### src/rtl/periph_uart.sv
// periph_uart: memory-mapped 8N1 UART with a TX FIFO and 1-cycle register access.
// The receiver is compiled in only when PERIPH_UART_RX_EN is defined.
module periph_uart #(
    parameter int          TX_DEPTH  = 4,
    parameter logic [15:0] DIV_RESET = 16'd103
) (
    input  logic        clk_in,
    input  logic        reset_n_in,
    input  logic [15:0] addr_in,
    input  logic        req_in,
    input  logic        we_in,
    input  logic [7:0]  wdata_in,
    output logic [7:0]  rdata_out,
    output logic        ack_out,
    output logic        tx_out,
    input  logic        rx_in
);
    localparam int AW = $clog2(TX_DEPTH);
    localparam logic [AW:0] PTR_ONE = 1;
    typedef enum logic [1:0] {T_IDLE, T_LOAD, T_SEND} tx_state_t;
    tx_state_t tx_state;
    logic [7:0] fifo [TX_DEPTH];
    logic [AW:0] wr_ptr, rd_ptr;
    logic [15:0] div, tx_div, tx_cnt;
    logic [8:0] tx_shift;
    logic [3:0] tx_n;
    logic tx_ovf, rx_valid, rx_ovr, rx_ferr;
    logic [7:0] rx_data, status, rd_mux;
    logic data_wr, data_rd, stat_rd, fifo_empty, fifo_full, tx_empty, pop, push;
    logic unused;

    assign data_wr = req_in && we_in && addr_in[3:0] == 4'h0;
    assign data_rd = req_in && !we_in && addr_in[3:0] == 4'h0;
    assign stat_rd = req_in && !we_in && addr_in[3:0] == 4'h1;
    assign fifo_empty = wr_ptr == rd_ptr;
    assign fifo_full = (wr_ptr ^ rd_ptr) == {1'b1, {AW{1'b0}}};
    assign tx_empty = fifo_empty && tx_state == T_IDLE;
    // a pop in the same cycle frees a slot, so a write while full still lands
    assign pop = tx_state == T_IDLE && !fifo_empty;
    assign push = data_wr && (!fifo_full || pop);
    assign status = {2'b00, tx_ovf, rx_ferr, rx_ovr, rx_valid, fifo_full, tx_empty};

    always_comb
        rd_mux = addr_in[3:0] == 4'h0 ? rx_data :
                 addr_in[3:0] == 4'h1 ? status :
                 addr_in[3:0] == 4'h2 ? div[7:0] :
                 addr_in[3:0] == 4'h3 ? div[15:8] : 8'h00;

    always_ff @(posedge clk_in or negedge reset_n_in) begin
        if (!reset_n_in) begin
            ack_out <= 1'b0;
            rdata_out <= 8'h00;
            wr_ptr <= '0;
            div <= DIV_RESET;
            tx_ovf <= 1'b0;
        end else begin
            ack_out <= req_in;
            rdata_out <= req_in ? rd_mux : 8'h00;
            if (push) wr_ptr <= wr_ptr + PTR_ONE;
            if (req_in && we_in && addr_in[3:0] == 4'h2) div[7:0] <= wdata_in;
            if (req_in && we_in && addr_in[3:0] == 4'h3) div[15:8] <= wdata_in;
            tx_ovf <= (data_wr && fifo_full && !pop) || (tx_ovf && !stat_rd);
        end
    end

    always_ff @(posedge clk_in)
        if (push) fifo[wr_ptr[AW-1:0]] <= wdata_in;

    always_ff @(posedge clk_in or negedge reset_n_in) begin
        if (!reset_n_in) begin
            tx_state <= T_IDLE;
            tx_out <= 1'b1;
            rd_ptr <= '0;
            tx_shift <= '1;
            tx_cnt <= '0;
            tx_div <= '0;
            tx_n <= '0;
        end else begin
            case (tx_state)
                T_IDLE: if (!fifo_empty) begin
                    tx_shift <= {1'b1, fifo[rd_ptr[AW-1:0]]};
                    rd_ptr <= rd_ptr + PTR_ONE;
                    tx_state <= T_LOAD;
                end
                T_LOAD: begin
                    tx_out <= 1'b0;
                    tx_cnt <= '0;
                    tx_div <= div;
                    tx_n <= '0;
                    tx_state <= T_SEND;
                end
                T_SEND: if (tx_cnt == tx_div) begin
                    tx_cnt <= '0;
                    tx_div <= div;
                    if (tx_n == 4'd9) tx_state <= T_IDLE;
                    else begin
                        tx_out <= tx_shift[0];
                        tx_shift <= {1'b1, tx_shift[8:1]};
                        tx_n <= tx_n + 4'd1;
                    end
                end else tx_cnt <= tx_cnt + 16'd1;
                default: tx_state <= T_IDLE;
            endcase
        end
    end

`ifdef PERIPH_UART_RX_EN
    typedef enum logic [1:0] {R_IDLE, R_START, R_DATA, R_STOP} rx_state_t;
    rx_state_t rx_state;
    logic [2:0] rx_sync;
    logic [15:0] rx_div, rx_cnt;
    logic [7:0] rx_shift;
    logic [2:0] rx_n;
    logic rx_s, rx_fall, rx_done;

    // rx_sync[1] is the synchronised line, rx_sync[2] its previous value
    assign rx_s = rx_sync[1];
    assign rx_fall = rx_sync[2] && !rx_sync[1];
    assign rx_done = rx_state == R_STOP && rx_cnt == rx_div;
    assign unused = ^{addr_in[15:4]};

    always_ff @(posedge clk_in or negedge reset_n_in) begin
        if (!reset_n_in) begin
            rx_sync <= '1;
            rx_state <= R_IDLE;
            rx_div <= '0;
            rx_cnt <= '0;
            rx_shift <= '0;
            rx_n <= '0;
            rx_data <= 8'h00;
            rx_valid <= 1'b0;
            rx_ovr <= 1'b0;
            rx_ferr <= 1'b0;
        end else begin
            rx_sync <= {rx_sync[1:0], rx_in};
            rx_valid <= rx_done || (rx_valid && !data_rd);
            rx_ovr <= (rx_done && rx_valid && !data_rd) || (rx_ovr && !stat_rd);
            rx_ferr <= (rx_done && !rx_s) || (rx_ferr && !stat_rd);
            if (rx_done) rx_data <= rx_shift;
            case (rx_state)
                R_IDLE: if (rx_fall) begin
                    rx_state <= R_START;
                    rx_cnt <= '0;
                    rx_div <= div;
                end
                R_START: if (rx_cnt == {1'b0, rx_div[15:1]}) begin
                    rx_cnt <= '0;
                    rx_n <= '0;
                    rx_state <= rx_s ? R_IDLE : R_DATA;
                end else rx_cnt <= rx_cnt + 16'd1;
                R_DATA: if (rx_cnt == rx_div) begin
                    rx_cnt <= '0;
                    rx_div <= div;
                    rx_shift <= {rx_s, rx_shift[7:1]};
                    rx_n <= rx_n + 3'd1;
                    if (rx_n == 3'd7) rx_state <= R_STOP;
                end else rx_cnt <= rx_cnt + 16'd1;
                R_STOP: if (rx_done) rx_state <= R_IDLE;
                else rx_cnt <= rx_cnt + 16'd1;
            endcase
        end
    end
`else
    assign rx_data = 8'h00;
    assign rx_valid = 1'b0;
    assign rx_ovr = 1'b0;
    assign rx_ferr = 1'b0;
    assign unused = ^{addr_in[15:4], rx_in, data_rd};
`endif
endmodule

### config.mk
export PLATFORM = sky130hd
export DESIGN_NAME = periph_uart
export DESIGN_NICKNAME = d
export VERILOG_FILES = /design/src/rtl/periph_uart.sv
export SDC_FILE = /design/constraint.sdc
export NUM_CORES = 1
export LEC_CHECK = 0
export CELL_PAD_IN_SITES_DETAIL_PLACEMENT = 0
export CELL_PAD_IN_SITES_GLOBAL_PLACEMENT = 2
export CORE_MARGIN = 4
export CORE_UTILIZATION = 44
export DETAILED_ROUTE_END_ITERATION = 8
export HOLD_SLACK_MARGIN = 0.02
export PLACE_DENSITY_LB_ADDON = 0.1
export REMOVE_ABC_BUFFERS = 1
export SETUP_SLACK_MARGIN = 0.1
export SYNTH_ARGS = -nofsm -noshare
export SYNTH_HDL_FRONTEND = slang
export SYNTH_SLANG_ARGS = --single-unit
### constraint.sdc
create_clock -name clk_in -period 3 [get_ports clk_in]
set_input_delay 0.45 -clock clk_in [delete_from_list [all_inputs] [get_ports clk_in]]
set_output_delay 0.45 -clock clk_in [all_outputs]
set_load 0.02 [all_outputs]
### Yosys cells after proc, flatten, opt, wreduce, memory -nomap -nowiden

Memories as Yosys holds them, arrays and structs flattened.
Index checks and enable logic that the tools add are counted.

| storage, ports and cells | value |
|---|---|
| memories | 1 |
| bits in registers | 80 |
| bits in latches | 0 |
| input port bits | 29 |
| RAM bits | 32 |
| bits in read-only memories | 0 |
| logic and storage cells | 86 |

| cells by class | value |
|---|---|
| div/mod/pow operators | 0 |
| $lt $le $gt $ge | 0 |
| multipliers | 0 |
| reduce and logical (&&, ||, !) cells | 28 |
| multiplexer cells | 25 |
| $add $sub $neg | 4 |
| bitwise gates (word level) | 2 |
| shift operators | 0 |
| eq/ne operators | 13 |

Memories:

| memory | words | width | rd ports | clocked after memory_dff | write ports | RTL line | text |
|---|---|---|---|---|---|---|---|
| fifo | 4 | 8 | 1 | 0 | 1 | 22 | `logic [7:0] fifo [TX_DEPTH];` |

Operator list:

| cell | number |
|---|---|
| $pmux W16 S2 | 2 |
| $mux W8 | 5 |
| $mux W16 | 2 |
| $mux W9 | 3 |
| $pmux W9 S2 | 1 |
| $add A16 B1 Y16 const B | 1 |
| $eq A16 B16 Y1 | 1 |
| $logic_and A1 B1 Y1 | 12 |
| $eq A4 B2 Y1 const B | 2 |
| $mux W4 | 2 |
| $ne A2 B2 Y1 const B | 4 |
| $pmux W4 S2 | 1 |
| $add A3 B1 Y3 const B | 2 |
| $mux W2 | 3 |
| $pmux W2 S3 | 1 |
| $reduce_and A3 Y1 | 2 |
| $logic_not A1 Y1 | 5 |
| $add A4 B1 Y4 const B | 1 |
| $eq A4 B1 Y1 const B | 1 |
| $eq A4 B4 Y1 const B | 1 |
| $logic_not A4 Y1 | 1 |
| $mux W1 | 4 |
| $reduce_and A2 Y1 | 2 |
| $reduce_and A4 Y1 | 1 |
| 10 further kinds | 12 |

### Logic depth before layout (Yosys ltp)

| depth | value |
|---|---|
| depth in word-level cells | 7 |
| mapped depth | 9 |
| depth with buffers taken out | 7 |

### Worst setup path before layout

No wires, ideal clock.

| timing path | value |
|---|---|
| kind | flip-flop to flip-flop |
| from | register rd_ptr[1] |
| to | memory fifo[3][0], enable pin |
| path slack | 1.066 ns |
| clock period less this slack | 1.934 ns |
| setup time | 0.339 ns |
| stages on the path, launching flop included | 6 |
| required time | 2.661 ns |
| data arrival time | 1.594 ns |
| cells stage by stage | dfrtp_1 -> buf_4 -> xor2_1 -> nor4_2 -> nor4_4 -> and2_1 |

| between the ends | value |
|---|---|
| longest elaborated chain between the ends | 7 |
| elaborated cells on any way between the ends | 10 |

Ends and longest elaborated chain:

| element | RTL line | text |
|---|---|---|
| from (decl) | 23 | `logic [AW:0] wr_ptr, rd_ptr;` |
| from (signal assigned) | 82 | `rd_ptr <= rd_ptr + PTR_ONE;` |
| $xor A3 B3 Y3 or $eq A3 B3 Y1 (tied branches) | 36, 35 |  |
| $eq A3 B3 Y1 or $logic_not A1 Y1 (tied branches) | -- |  |
| $logic_not A1 Y1 or $logic_and A1 B1 Y1 (tied branches) | 40, 39 |  |
| $logic_or A1 B1 Y1 * | 40 | `assign push = data_wr && (!fifo_full \|\| pop);` |
| $logic_and A1 B1 Y1 * | 40 |  |
| $mux W1 * | 67 | `if (push) fifo[wr_ptr[AW-1:0]] <= wdata_in;` |
| $mux W1 (implied by the code) * | 67 |  |
| to (decl) | 22 |  |

Every way passes the cells marked *; elsewhere a longest branch is shown, timed or not.

### Worst setup path after layout

| timing path | value |
|---|---|
| from | register rd_ptr[1] |
| to | memory fifo[0][0], enable pin |

The elaborated chain is that of the path after synthesis.

==> Implementation_results.wiki <==
{| class="wikitable"
! Metric !! Value
|-
| Combinational Power Share || 0.350
|-
| Insertion delay to the later sink of the worst-skew pair || 350 ps
|-
| Endpoint required time on the critical path || approximately 3000 ps
|-
| CTS buffer count || 9
|-
| Part of the total power dissipated in sequential elements || 0.414
|-
| Type of destination of the critical path || flip-flop
|-
| Starting utilization of the core area || 0.456
|-
| DRC violation count after routing || 0
|-
| Vias in the first global route || 3415
|-
| Cell internal power dissipation || 3350 uW
|-
| CTS sink count || 111
|-
| Setup fix buffers added after clock tree synthesis || 0
|-
| Per-cell routed wire length || 18.4 um
|-
| Sum of internal, switching and leakage power || 5140 uW
|-
| Worst Max-Slew Pin Slew || 714 ps
|-
| Die boundary height || between 100 and 150 um
|-
| Layout cell share with drive strength beyond 1 || 0.217
|-
| Delay of the slowest cell on the worst path || 680 ps
|-
| Status || completed
|-
| Cells along the critical path || xor2_1 -> nor4_2 -> nor4_4 -> and2_1
|-
| GRT overflow || 0
|-
| Post-place instance area || 5680 um^2
|-
| Routed via count divided by cell count || between 5 and 6
|-
| Post-synthesis cell count || 413
|-
| Share of the cycle needed by the critical path after routing || 0.813
|-
| Unrepaired setup endpoints after global routing || no
|-
| Post-synth EDFFs || 32
|-
| Post-detailed-placement half-perimeter wirelength || approximately 7500 um
|-
| Placed Cells || 575
|-
| Quantity of hold-fixing buffers added after cts || 0
|-
| Number of max-cap violations || 0
|-
| Finished Core Util || 0.518
|-
| Register bit count reported by yosys || 111
|-
| Synthesized area divided by synthesized cell count || approximately 13 um^2
|-
| Clock Power Share || 0.236
|-
| Top_reg_cell synth || sky130_fd_sc_hd__dfrtp_1
|-
| Fraction of registers with async set or reset after synthesis || 0.712
|-
| Largest net degree at the start of global routing || 80
|-
| Longest Clk Path Bufs || 2
|-
| CTS tree || yes
|-
| Total detailed-routing wirelength || 10900 um
|-
| Worst-path fanout max || 11
|-
| Vias after detailed routing || between 3000 and 4000
|-
| Final Hold Fails || 0
|-
| Hold WC Path Type || primary input to async pin
|-
| All-Layer GR Usage || 0.168
|-
| Boundary Pins || 39
|-
| Cell types with the largest area share after synthesis || sky130_fd_sc_hd__dfrtp_1 (31%), sky130_fd_sc_hd__edfxtp_1 (18%), sky130_fd_sc_hd__dfstp_2 (7.0%)
|-
| Clock Root Buffer || sky130_fd_sc_hd__clkbuf_16
|-
| Layout area overhead || 13.7%
|-
| Count of input and output buffers || 25
|-
| Post-synthesis sequential area ratio || 0.561
|-
| Fmax || 0.410 GHz
|-
| Clock Pin Slew Worst Setup and Hold Paths || 80 ps
|-
| Switching share of power || 0.348
|-
| Post-Syn Area || 5270 um^2
|-
| Worst supply voltage drop on vdd || about 0.57 mV
|-
| First-pass GRT wire length || between 15000 and 20000 um
|-
| Antenna violations before repair || 0
|-
| Kind of start point of the critical path || flip-flop
|-
| Count of synthesis-stage warnings from yosys || 0
|-
| Finished Layout Cells || approximately 590
|-
| Max H-tree Level || 3
|-
| Total non-filler cell area in the finished layout || 5990 um^2
|-
| Cell area power density || 858 nW/um^2
|-
| Number of antenna-violating nets in the routed design || 0
|-
| Count of distinct cell types in the synthesized netlist || 54
|-
| Setup tns final || 0 ps
|-
| PostCTS Resize Cnt || 0
|-
| Leakage power figure || between 0.002 and 0.0025 uW
|-
| Reg-to-reg setup timing slack || 560 ps
|-
| Core Box Area || 11600 um^2
|-
| Pre-Repair DR Iteration Count || 4
|-
| Biggest area consumer among synthesized cells || sky130_fd_sc_hd__dfrtp_1
|-
| Detailed Route Iter0 Violations || approximately 220
|-
| CP max-delay cell || sky130_fd_sc_hd__dfrtp_1
|-
| Net total in the final layout || 484
|-
| Diode insertion count for antenna repair || 0
|-
| Launch point of the critical path || rd_ptr[1]$_DFFE_PN0P_
|-
| Final-report setup violation count || 0
|-
| Startpoint of the worst register-to-register path || rd_ptr[1]$_DFFE_PN0P_
|-
| Arrival time reported for the critical path endpoint || 2440 ps
|-
| Crit Path Class || flip-flop to flip-flop
|-
| Final weighted congestion in routability-driven placement || 0.750
|-
| Fraction of post-synthesis cell area in the top cell type by area || 0.309
|-
| Tightest slew margin relative to the limit || 0.523
|-
| Switching power total || 1790 uW
|-
| Post-layout min period || 2440 ps
|-
| Area of the die || 13800 um^2
|-
| Final Skew || 8.41 ps
|-
| Die X-Extent || 117 um
|-
| Standard-cell row count || 39
|-
| Max-slew violation count || 0
|}
-- cell families after synthesis --
kind of cell    after synthesis  synth area share
fa+ha+maj                    12            0.0285
buf+inv                      30            0.0313
xor+xnor                     34            0.0579
flops                       111             0.561
compound gates               35            0.0515
simple gates                140             0.138
mux                          51             0.132
-- final timing paths --
path | cells after the start | endpoint
max | 4 | fifo[0][0]$_DFFE_PP_
min in group clk_in | 2 | tx_shift[7]$_DFFE_PN1P_
max in group asynchronous | 2 | div[6]$_DFFE_PN1P_
min reg2reg | 2 | tx_shift[7]$_DFFE_PN1P_
min | 2 | tx_cnt[11]$_DFFE_PN0P_
max reg2reg | 4 | fifo[0][0]$_DFFE_PP_
-- placed cells by master, fill, tap and decap left out, types with 2 or more instances in the layout --
cell type and count:
sky130_fd_sc_hd__dfstp_2 14, sky130_fd_sc_hd__nor4_1 5, sky130_fd_sc_hd__mux2_4 10, sky130_fd_sc_hd__o22ai_1 4, sky130_fd_sc_hd__edfxtp_1 32, sky130_fd_sc_hd__inv_8 3, sky130_fd_sc_hd__dfrtp_1 65, sky130_fd_sc_hd__nand3_1 25
sky130_fd_sc_hd__clkdlybuf4s50_1 24, sky130_fd_sc_hd__mux2_2 27, sky130_fd_sc_hd__xnor2_1 9, sky130_fd_sc_hd__a22oi_1 2, sky130_fd_sc_hd__nand4_1 18, sky130_fd_sc_hd__buf_4 13, sky130_fd_sc_hd__a311o_1 7, sky130_fd_sc_hd__o31ai_1 2
sky130_fd_sc_hd__clkinv_8 2, sky130_fd_sc_hd__o21ai_0 4, sky130_fd_sc_hd__nand2_1 28, sky130_fd_sc_hd__ha_1 12, sky130_fd_sc_hd__a21oi_1 4, sky130_fd_sc_hd__o211ai_1 2, sky130_fd_sc_hd__xor2_1 24, sky130_fd_sc_hd__nor2_1 36
sky130_fd_sc_hd__nor4_2 2, sky130_fd_sc_hd__and3_1 2, sky130_fd_sc_hd__inv_1 11, sky130_fd_sc_hd__mux2i_1 6, sky130_fd_sc_hd__nor3_1 2, sky130_fd_sc_hd__nor3b_1 3, sky130_fd_sc_hd__nand2b_1 3, sky130_fd_sc_hd__mux4_2 8
sky130_fd_sc_hd__a31oi_1 3, sky130_fd_sc_hd__and2_1 7, sky130_fd_sc_hd__clkbuf_16 9
-- cells in the mapped netlist, drive strengths merged (4+ instances only) --
library cell	number
and2	7
ha	12
mux2i	6
dfrtp	65
mux2	37
a311o	7
nand3	25
nand4	18
o21ai	4
xor2	25
o22ai	4
dfstp	14
xnor2	9
mux4	8
nor2	36
a21oi	4
edfxtp	32
buf	12
nand2	28
inv	11
nor4	8
clkbuf	7
-- power groups by stage --
stage | logic [uW] | registers, uW | clock network (uW)
final | 1800 | 2130 | 1210
after global routing | 2000 | 2170 | 1330
after CTS | 1830 | 2130 | 1250
after detailed placement | 1820 | 2160 | 0
after global placement | 1780 | 2150 | 0
after floorplan | 1300 | 2120 | 0
-- flip-flops by register name, indices dropped and copies added (netlist names) --
signal     count
tx_div        16
tx_state       2
div           16
ack_out        1
tx_shift       8
rdata_out      8
tx_out         1
tx_cnt        16
tx_ovf         1
fifo          32
tx_n           4
wr_ptr         3
rd_ptr         3
-- critical path, delay by kind of cell, from the launching register on --
kind,cells,cell delay (ps)
and+or+nand+nor,3,1000
DFF,1,680
xor gates and xnor gates,1,410
-- layout make-up --
class | count | area, um^2
multi-input cells | 272 | 2150
clock inverters | 7 | 82.6
well taps | 143 | 179
flip-flops and latches | 111 | 2960
fillers | 1029 | 5570
clock buffers | 9 | 225
repair buffers | 38 | 358
inverters | 11 | 41.3
-- stage by stage --
| step | setup WS [ps] | hold WS (ps) |
|---|---|---|
| after floorplan | 690 | 154 |
| after global placement | 498 | 466 |
| after detailed placement | 470 | 474 |
| after CTS | 521 | 137 |
| after global routing | 335 | 139 |
| final | 560 | 86.3 |
-- per-layer routing --
metal / track usage / vias to the layer above / routed length [um]
met5: 0 / - / 0
met4: 0.0440 / 0 / 179
met3: 0.0423 / 11 / 292
met2: 0.250 / 36 / 4970
met1: 0.246 / 1655 / 5440
li1: - / 1560 / -
No activity file was read; power rests on OpenSTA's default activity.
